===== config.mk =====
export PLATFORM = sky130hd
export DESIGN_NAME = online_addsub_serial
export DESIGN_NICKNAME = d
export VERILOG_FILES = /design/src/rtl/online_addsub_serial.sv
export SDC_FILE = /design/constraint.sdc
export NUM_CORES = 1
export LEC_CHECK = 0
export CAP_MARGIN = 20
export CORE_UTILIZATION = 50
export DETAILED_ROUTE_END_ITERATION = 8
export PLACE_DENSITY = 0.72
export REMOVE_ABC_BUFFERS = 1
export SLEW_MARGIN = 40
export SYNTH_ARGS = -nofsm -noshare
export SYNTH_HDL_FRONTEND = slang
export SYNTH_SLANG_ARGS = --single-unit

===== constraint.sdc =====
create_clock -name clk -period 6.1 [get_ports clk]
set_input_delay 1.22 -clock clk [delete_from_list [all_inputs] [get_ports clk]]
set_output_delay 1.22 -clock clk [all_outputs]
set_load 0.05 [all_outputs]

===== src/rtl/online_addsub_serial.sv =====
// -----------------------------------------------------------------------------
// online_addsub_serial
//
// Radix-2 signed-digit online adder/subtractor. Two N_DIGITS-long fractional
// operands arrive MSD first, one digit pair per beat. The block emits
// N_DIGITS+1 result digits z_0..z_N, also MSD first, with an online delay of
// two beats. The result value is z_0 + sum(z_j * 2^-j), and it is exact.
//
// Each digit sum s_j = x_j +/- y_j lies in [-2,2]. It is split as
// s_j = 2*t_j + w_j, looking one digit ahead so that z_j = w_j + t_{j+1}
// always stays within {-1,0,1}.
//
// Digit encoding is {p,n} with value p-n. 2'b11 is accepted as 0 on input
// and is never produced on output.
//
// Ports:
//   clk, rst_n   clock (rising edge), asynchronous active-low reset
//   x, y         operand digits
//   sub          1 = x-y, 0 = x+y; taken from the first digit of an operation
//   in_vld       x/y/sub valid
//   in_rdy       a digit pair is accepted this cycle when in_vld is high
//   res          result digit (+1 = 2'b10, -1 = 2'b01, 0 = 2'b00)
//   out_vld      res valid
//   out_rdy      downstream accepts res
//   out_last     res is the final digit z_N
//   busy         an operation is in progress
// -----------------------------------------------------------------------------
module online_addsub_serial #(
    parameter int N_DIGITS = 8,
    parameter int CNT_W    = 5
) (
    input  logic       clk,
    input  logic       rst_n,
    input  logic [1:0] x,
    input  logic [1:0] y,
    input  logic       sub,
    input  logic       in_vld,
    output logic       in_rdy,
    output logic [1:0] res,
    output logic       out_vld,
    input  logic       out_rdy,
    output logic       out_last,
    output logic       busy
);

    typedef enum logic [1:0] {
        IDLE  = 2'd0,
        RUN   = 2'd1,
        FLUSH = 2'd2
    } state_t;

    localparam logic signed [2:0] P2   = 3'sd2;
    localparam logic signed [2:0] P1   = 3'sd1;
    localparam logic signed [2:0] ZERO = 3'sd0;
    localparam logic signed [2:0] M1   = -3'sd1;
    localparam logic signed [2:0] M2   = -3'sd2;

    localparam logic [CNT_W-1:0] CNT_PRE_LAST_DIGIT = CNT_W'(N_DIGITS - 1);
    localparam logic [CNT_W-1:0] CNT_PRE_LAST_FLUSH = CNT_W'(N_DIGITS + 1);

    // Signed value of a {p,n} digit; 2'b11 decodes to 0.
    function automatic logic signed [2:0] digit_val(input logic [1:0] d);
        logic signed [2:0] v;
        case (d)
            2'b10:   v = P1;
            2'b01:   v = M1;
            default: v = ZERO;
        endcase
        return v;
    endfunction

    // Transfer digit t_j of s_j, using s_{j+1} as lookahead. A +/-1 sum moves
    // to the next-higher position only when the next digit has the same sign.
    // Otherwise the following w + t could reach +/-2.
    function automatic logic signed [2:0] transfer(input logic signed [2:0] s,
                                                   input logic signed [2:0] s_nxt);
        logic signed [2:0] t;
        t = ZERO;
        if (s == P2)
            t = P1;
        else if (s == M2)
            t = M1;
        else if (s == P1)
            t = (s_nxt >= P1) ? P1 : ZERO;
        else if (s == M1)
            t = (s_nxt <= M1) ? M1 : ZERO;
        return t;
    endfunction

    state_t            state, state_nxt;
    logic [CNT_W-1:0]  cnt, cnt_nxt;
    logic signed [2:0] s_prev2;     // s_{k-2} during beat k
    logic signed [2:0] s_prev1;     // s_{k-1} during beat k
    logic              mode;        // latched sub for the running operation

    logic              use_sub;
    logic [1:0]        y_eff;
    logic signed [2:0] s_cur;
    logic signed [2:0] t_a, w_a, t_b, z;
    logic [1:0]        z_enc;
    logic              slot_free;
    logic              beat;
    logic              emit;
    logic              last_beat;

    // ------------------------------------------------------------------
    // Datapath: beat k produces z_{k-2} = w_{k-2} + t_{k-1}
    // ------------------------------------------------------------------
    always_comb begin
        // The first digit carries its own mode. The latch only takes it
        // at the end of that beat.
        use_sub = (state == IDLE) ? sub : mode;
        // Bitwise inversion of {p,n} swaps p and n, which negates the digit.
        y_eff   = use_sub ? ~y : y;
        s_cur   = (state == FLUSH) ? ZERO : (digit_val(x) + digit_val(y_eff));

        t_a     = transfer(s_prev2, s_prev1);
        w_a     = s_prev2 - (t_a <<< 1);
        t_b     = transfer(s_prev1, s_cur);
        z       = w_a + t_b;

        if (z == P1)
            z_enc = 2'b10;
        else if (z == M1)
            z_enc = 2'b01;
        else
            z_enc = 2'b00;
    end

    // ------------------------------------------------------------------
    // Flow control
    // ------------------------------------------------------------------
    assign slot_free = !out_vld || out_rdy;
    assign in_rdy    = ((state == IDLE) || (state == RUN)) && slot_free;
    assign beat      = (state == FLUSH) ? slot_free : (in_vld && in_rdy);
    // Beat 1 (from IDLE) only primes the history and produces no digit.
    assign emit      = beat && (state != IDLE);
    assign last_beat = (state == FLUSH) && (cnt == CNT_PRE_LAST_FLUSH);
    assign busy      = (state != IDLE);

    // ------------------------------------------------------------------
    // Next-state logic
    // ------------------------------------------------------------------
    always_comb begin
        // NOTE: every output of this block gets a default first. A path
        // that skipped an assignment would infer a latch.
        state_nxt = state;
        cnt_nxt   = cnt;
        case (state)
            IDLE: begin
                if (beat) begin
                    state_nxt = RUN;
                    cnt_nxt   = CNT_W'(1);
                end
            end
            RUN: begin
                if (beat) begin
                    cnt_nxt = cnt + CNT_W'(1);
                    if (cnt == CNT_PRE_LAST_DIGIT)
                        state_nxt = FLUSH;
                end
            end
            FLUSH: begin
                if (beat) begin
                    cnt_nxt = cnt + CNT_W'(1);
                    if (last_beat) begin
                        state_nxt = IDLE;
                        cnt_nxt   = '0;
                    end
                end
            end
            default: begin
                state_nxt = IDLE;
                cnt_nxt   = '0;
            end
        endcase
    end

    // ------------------------------------------------------------------
    // State, history and output register
    // ------------------------------------------------------------------
    // NOTE: sequential state uses non-blocking assignments only. Every
    // register then samples the values from before the edge, whatever the
    // statement order.
    always_ff @(posedge clk or negedge rst_n) begin
        if (!rst_n) begin
            state    <= IDLE;
            cnt      <= '0;
            s_prev2  <= ZERO;
            s_prev1  <= ZERO;
            mode     <= 1'b0;
            res      <= 2'b00;
            out_vld  <= 1'b0;
            out_last <= 1'b0;
        end else begin
            state <= state_nxt;
            cnt   <= cnt_nxt;

            if (beat) begin
                // Beat 1 starts from s_0 = 0 no matter what the previous
                // operation left behind.
                s_prev2 <= (state == IDLE) ? ZERO : s_prev1;
                s_prev1 <= s_cur;
            end

            if ((state == IDLE) && beat)
                mode <= sub;

            if (emit) begin
                res      <= z_enc;
                out_vld  <= 1'b1;
                out_last <= last_beat;
            end else if (out_rdy) begin
                out_vld  <= 1'b0;
                out_last <= 1'b0;
            end
        end
    end

endmodule

==> impl_metrics.json <==
{
  "multi_input_area_sq_um": 800.8,
  "clock_latency_ns": 0.30,
  "outcome": "finished, final reports clean",
  "num_io_pins": 15,
  "grt_pass1_vias": 1064,
  "yosysWarningCount": 0,
  "routed_wl_mm": 2.727,
  "fin_crit_ns": 5.316,
  "drive_gt1_share_pct": 11.24,
  "p_leak_nw": 0.6836,
  "yosys_register_bits": 18,
  "worst_path_largest_cell_delay_ns": 0.55,
  "irDropWorstVdd_mv": 0.3198,
  "critPathArrivalTime_ns": 5.52,
  "maxSlewHeadroom_pct": 55.29,
  "endpoint": "res[0]",
  "die_h_microns": 54.04,
  "ant_nets": 0,
  "slowest_stage": "or4_4",
  "coreArea_sq_um": 2522,
  "via_per_inst": 5.714,
  "firstDrtPassIters": 4,
  "crit_path_start_kind": "primary input",
  "ys.flop_type": "dfrtp_1",
  "use_met2_pct": 41.36,
  "fp-row-count": 18,
  "track_usage_pct": 22.01,
  "cts_root_buffer": "clkbuf_4",
  "drc_errors": 0,
  "clk_pin_slew_ns": 0.11,
  "dpl_cell_area_sq_um": 1480,
  "syn_avg_cell_area_sq_um": 8.514,
  "fin_ws_ns": 0.7837,
  "synth_area_leaders": "dfrtp_1 (33%), ha_1 (7.4%), nand2_1 (7.2%)",
  "grt_busiest_layer": "met2",
  "finalCritPeriodShare_pct": 87.15,
  "syn_inst": 159,
  "yosysMostFrequentCell": "nand2_1",
  "crit_buf_inv": 3,
  "yosysSeqAreaShare_pct": 33.27,
  "nFillCells": 232,
  "p_int_mw": 0.3290,
  "async_reset_ff_share_pct": 100.0,
  "grt_max_degree": 19,
  "max-cap-violations": 0,
  "crit_cells": 19,
  "area_growth_pct": 11.65,
  "drtIter0Drc": 24,
  "crit_type": "in2reg",
  "hold_buffers": 0,
  "cp-end-kind": "flip-flop",
  "finalHoldViolations": 0,
  "antenna_found_initial": 0,
  "clockPowerShare_pct": 13.1,
  "reg2reg_from": "state[1]",
  "fin_setup_tns_ns": 0,
  "routedWlPerCell_microns": 13.70,
  "final_nets": 189,
  "post_cts_buffers": 0,
  "io_buffers": 14,
  "gr-usage-met3_pct": 4.520,
  "n_antenna_cell": 0,
  "timing.rr.end": "res[0]",
  "numCtsBuffers": 3,
  "final_cell_area_sq_um": 1511,
  "crit_fanout": 3,
  "reg2reg_depth": 18,
  "htreeDepth": 1,
  "final_max_slew_viol_count": 0,
  "crit_chain": "clkdlybuf4s50_1 > nor2b_1 > or2_2 > ha_1 > fa_1 > nand2_1 > nor2_1 > ha_1 > or4_4 > a21oi_2 > o21ai_2 > inv_1 > fa_1 > inv_1 > ha_1 > xnor2_1 > xnor2_1 > xnor2_1 > o41ai_1",
  "required_ns": 6.30,
  "rsz0062_at_grt": "no",
  "dieArea_sq_um": 2920,
  "cts_resized": 0,
  "worstMarginPinSlew_ns": 0.6662,
  "crit_family": "adder cells",
  "p_comb_share_pct": 53.0,
  "final-seq-area_sq_um": 450.4,
  "ys_top_cells_by_count": "nand2_1 (26), dfrtp_1 (18), o21ai_0 (14)",
  "gp_congestion": 0.7176,
  "cts.path.max_buffers": 2,
  "clock_sinks": 18,
  "final-setup-viol-count": 0,
  "grt_overflow": 0,
  "pwr-share-seq_pct": 33.9,
  "vias": 1137,
  "start_util_pct": 53.67,
  "pre_cts_slack_ns": 0.4491,
  "power_switching_mw": 0.2466,
  "critPathLaunch": "y[1]",
  "die_w_microns": 54.04,
  "fin_skew_ns": 0.001119,
  "hpwl_mm": 2.094,
  "r2r_setup_slack_ns": 1.28,
  "yosysUniqueCellTypes": 45,
  "tritoncts": "done",
  "synthesis.area_sq_um": 1354,
  "synth_top_area_share_pct": 33.27,
  "grt_use_met1_pct": 24.43,
  "synth_top_area_cell": "dfrtp_1",
  "max_freq_mhz": 188.1,
  "synth_edf_count": 0,
  "switching_share_pct": 42.84,
  "grt_pass1_wl_mm": 4.540,
  "power.density_nw_per_um2": 380.8,
  "hold_path_class": "reg2reg"
}
area by class of cell:
class,count,share of cell area (%)
Timing Repair Buffer,14,8.940
Tap cell,30,2.483
Clock buffer,4,2.401
Inverter,13,3.394
Multi-Input combinational cell,120,52.98
Sequential cell,18,29.80
worst min-delay path, delay by kind of cell (launching register included):
family	cells	cell delay [ns]
AO/OA/AOI/OAI	1	0.05
flip-flops	1	0.37
AND/OR/NAND/NOR	1	0.05
state kept, by name, summed over array words and instances, names as in the netlist:
signal / cells
cnt: 5
mode: 1
out_last: 1
out_vld: 1
res: 2
s_prev1: 3
s_prev2: 3
state: 2
metrics by stage:
stage                     power, mW  hold slack [ns]  utilization [%]  cells
final                        0.5756           0.4965            59.92    199
after floorplan              0.4254           0.4803                -    151
after CTS                    0.5815           0.5057            60.12    199
after global routing         0.6234           0.5157            59.92    199
after global placement       0.4752           0.4654            58.68    195
after detailed placement     0.5029           0.4804            58.68    195
power by group through the flow:
stage               Clock [mW]  Sequential, mW  Combinational, mW
finish                  0.0753           0.195              0.305
global route            0.0810           0.201              0.342
CTS                     0.0782           0.195              0.309
detailed placement           0           0.197              0.306
global placement             0           0.193              0.282
floorplan                    0           0.197              0.229
cells in the final DEF (no fill, tap or decap), drive strengths merged:
cell type      instances
nand2                 26
dfrtp                 18
o21ai                 17
clkdlybuf4s50         13
inv                   13
nor2                  11
ha                     8
a21oi                  7
nor3                   5
nor2b                  5
nand3                  4
nand2b                 4
clkbuf                 4
mux2i                  3
xnor2                  3
o31ai                  3
or2                    2
a31oi                  2
mux2                   2
fa                     2
a32oi                  2
and2                   2
or4                    1
a21o                   1
or3                    1
and3b                  1
o41ai                  1
nor4bb                 1
or4b                   1
a22o                   1
nand3b                 1
nand4                  1
o21bai                 1
a222oi                 1
buf                    1
logic make-up after synthesis:
logic type                 Yosys count  share of synthesized area (%)
DFF                                 18                          33.27
xor gates and xnor gates             3                          1.941
and+or+nand+nor                     66                          25.60
muxes                                5                          3.882
AOI/OAI and AO/OA                   36                          17.38
adders and majority gates           10                          10.35
buffers and inverters               21                          7.579
how the worst min path moves through the flow:
stage / from / endpoint / slack, ns / cells past startpoint
3_5_place_dp: res[0] / res[0] / 0.48 / 2
5_1_grt: res[0] / res[0] / 0.52 / 2
6_report: res[0] / res[0] / 0.50 / 2
2_1_floorplan: mode / mode / 0.48 / 1
3_3_place_gp: res[0] / res[0] / 0.47 / 2
4_1_cts: res[0] / res[0] / 0.51 / 2
per-layer routing:
layer / up-vias / wire [microns]
met1: 547 / 1159
met3: 6 / 66
li1: 568 / -
met5: - / 0
met4: 0 / 29
met2: 16 / 1472
Note: power is estimated with default switching activity, not from simulation.
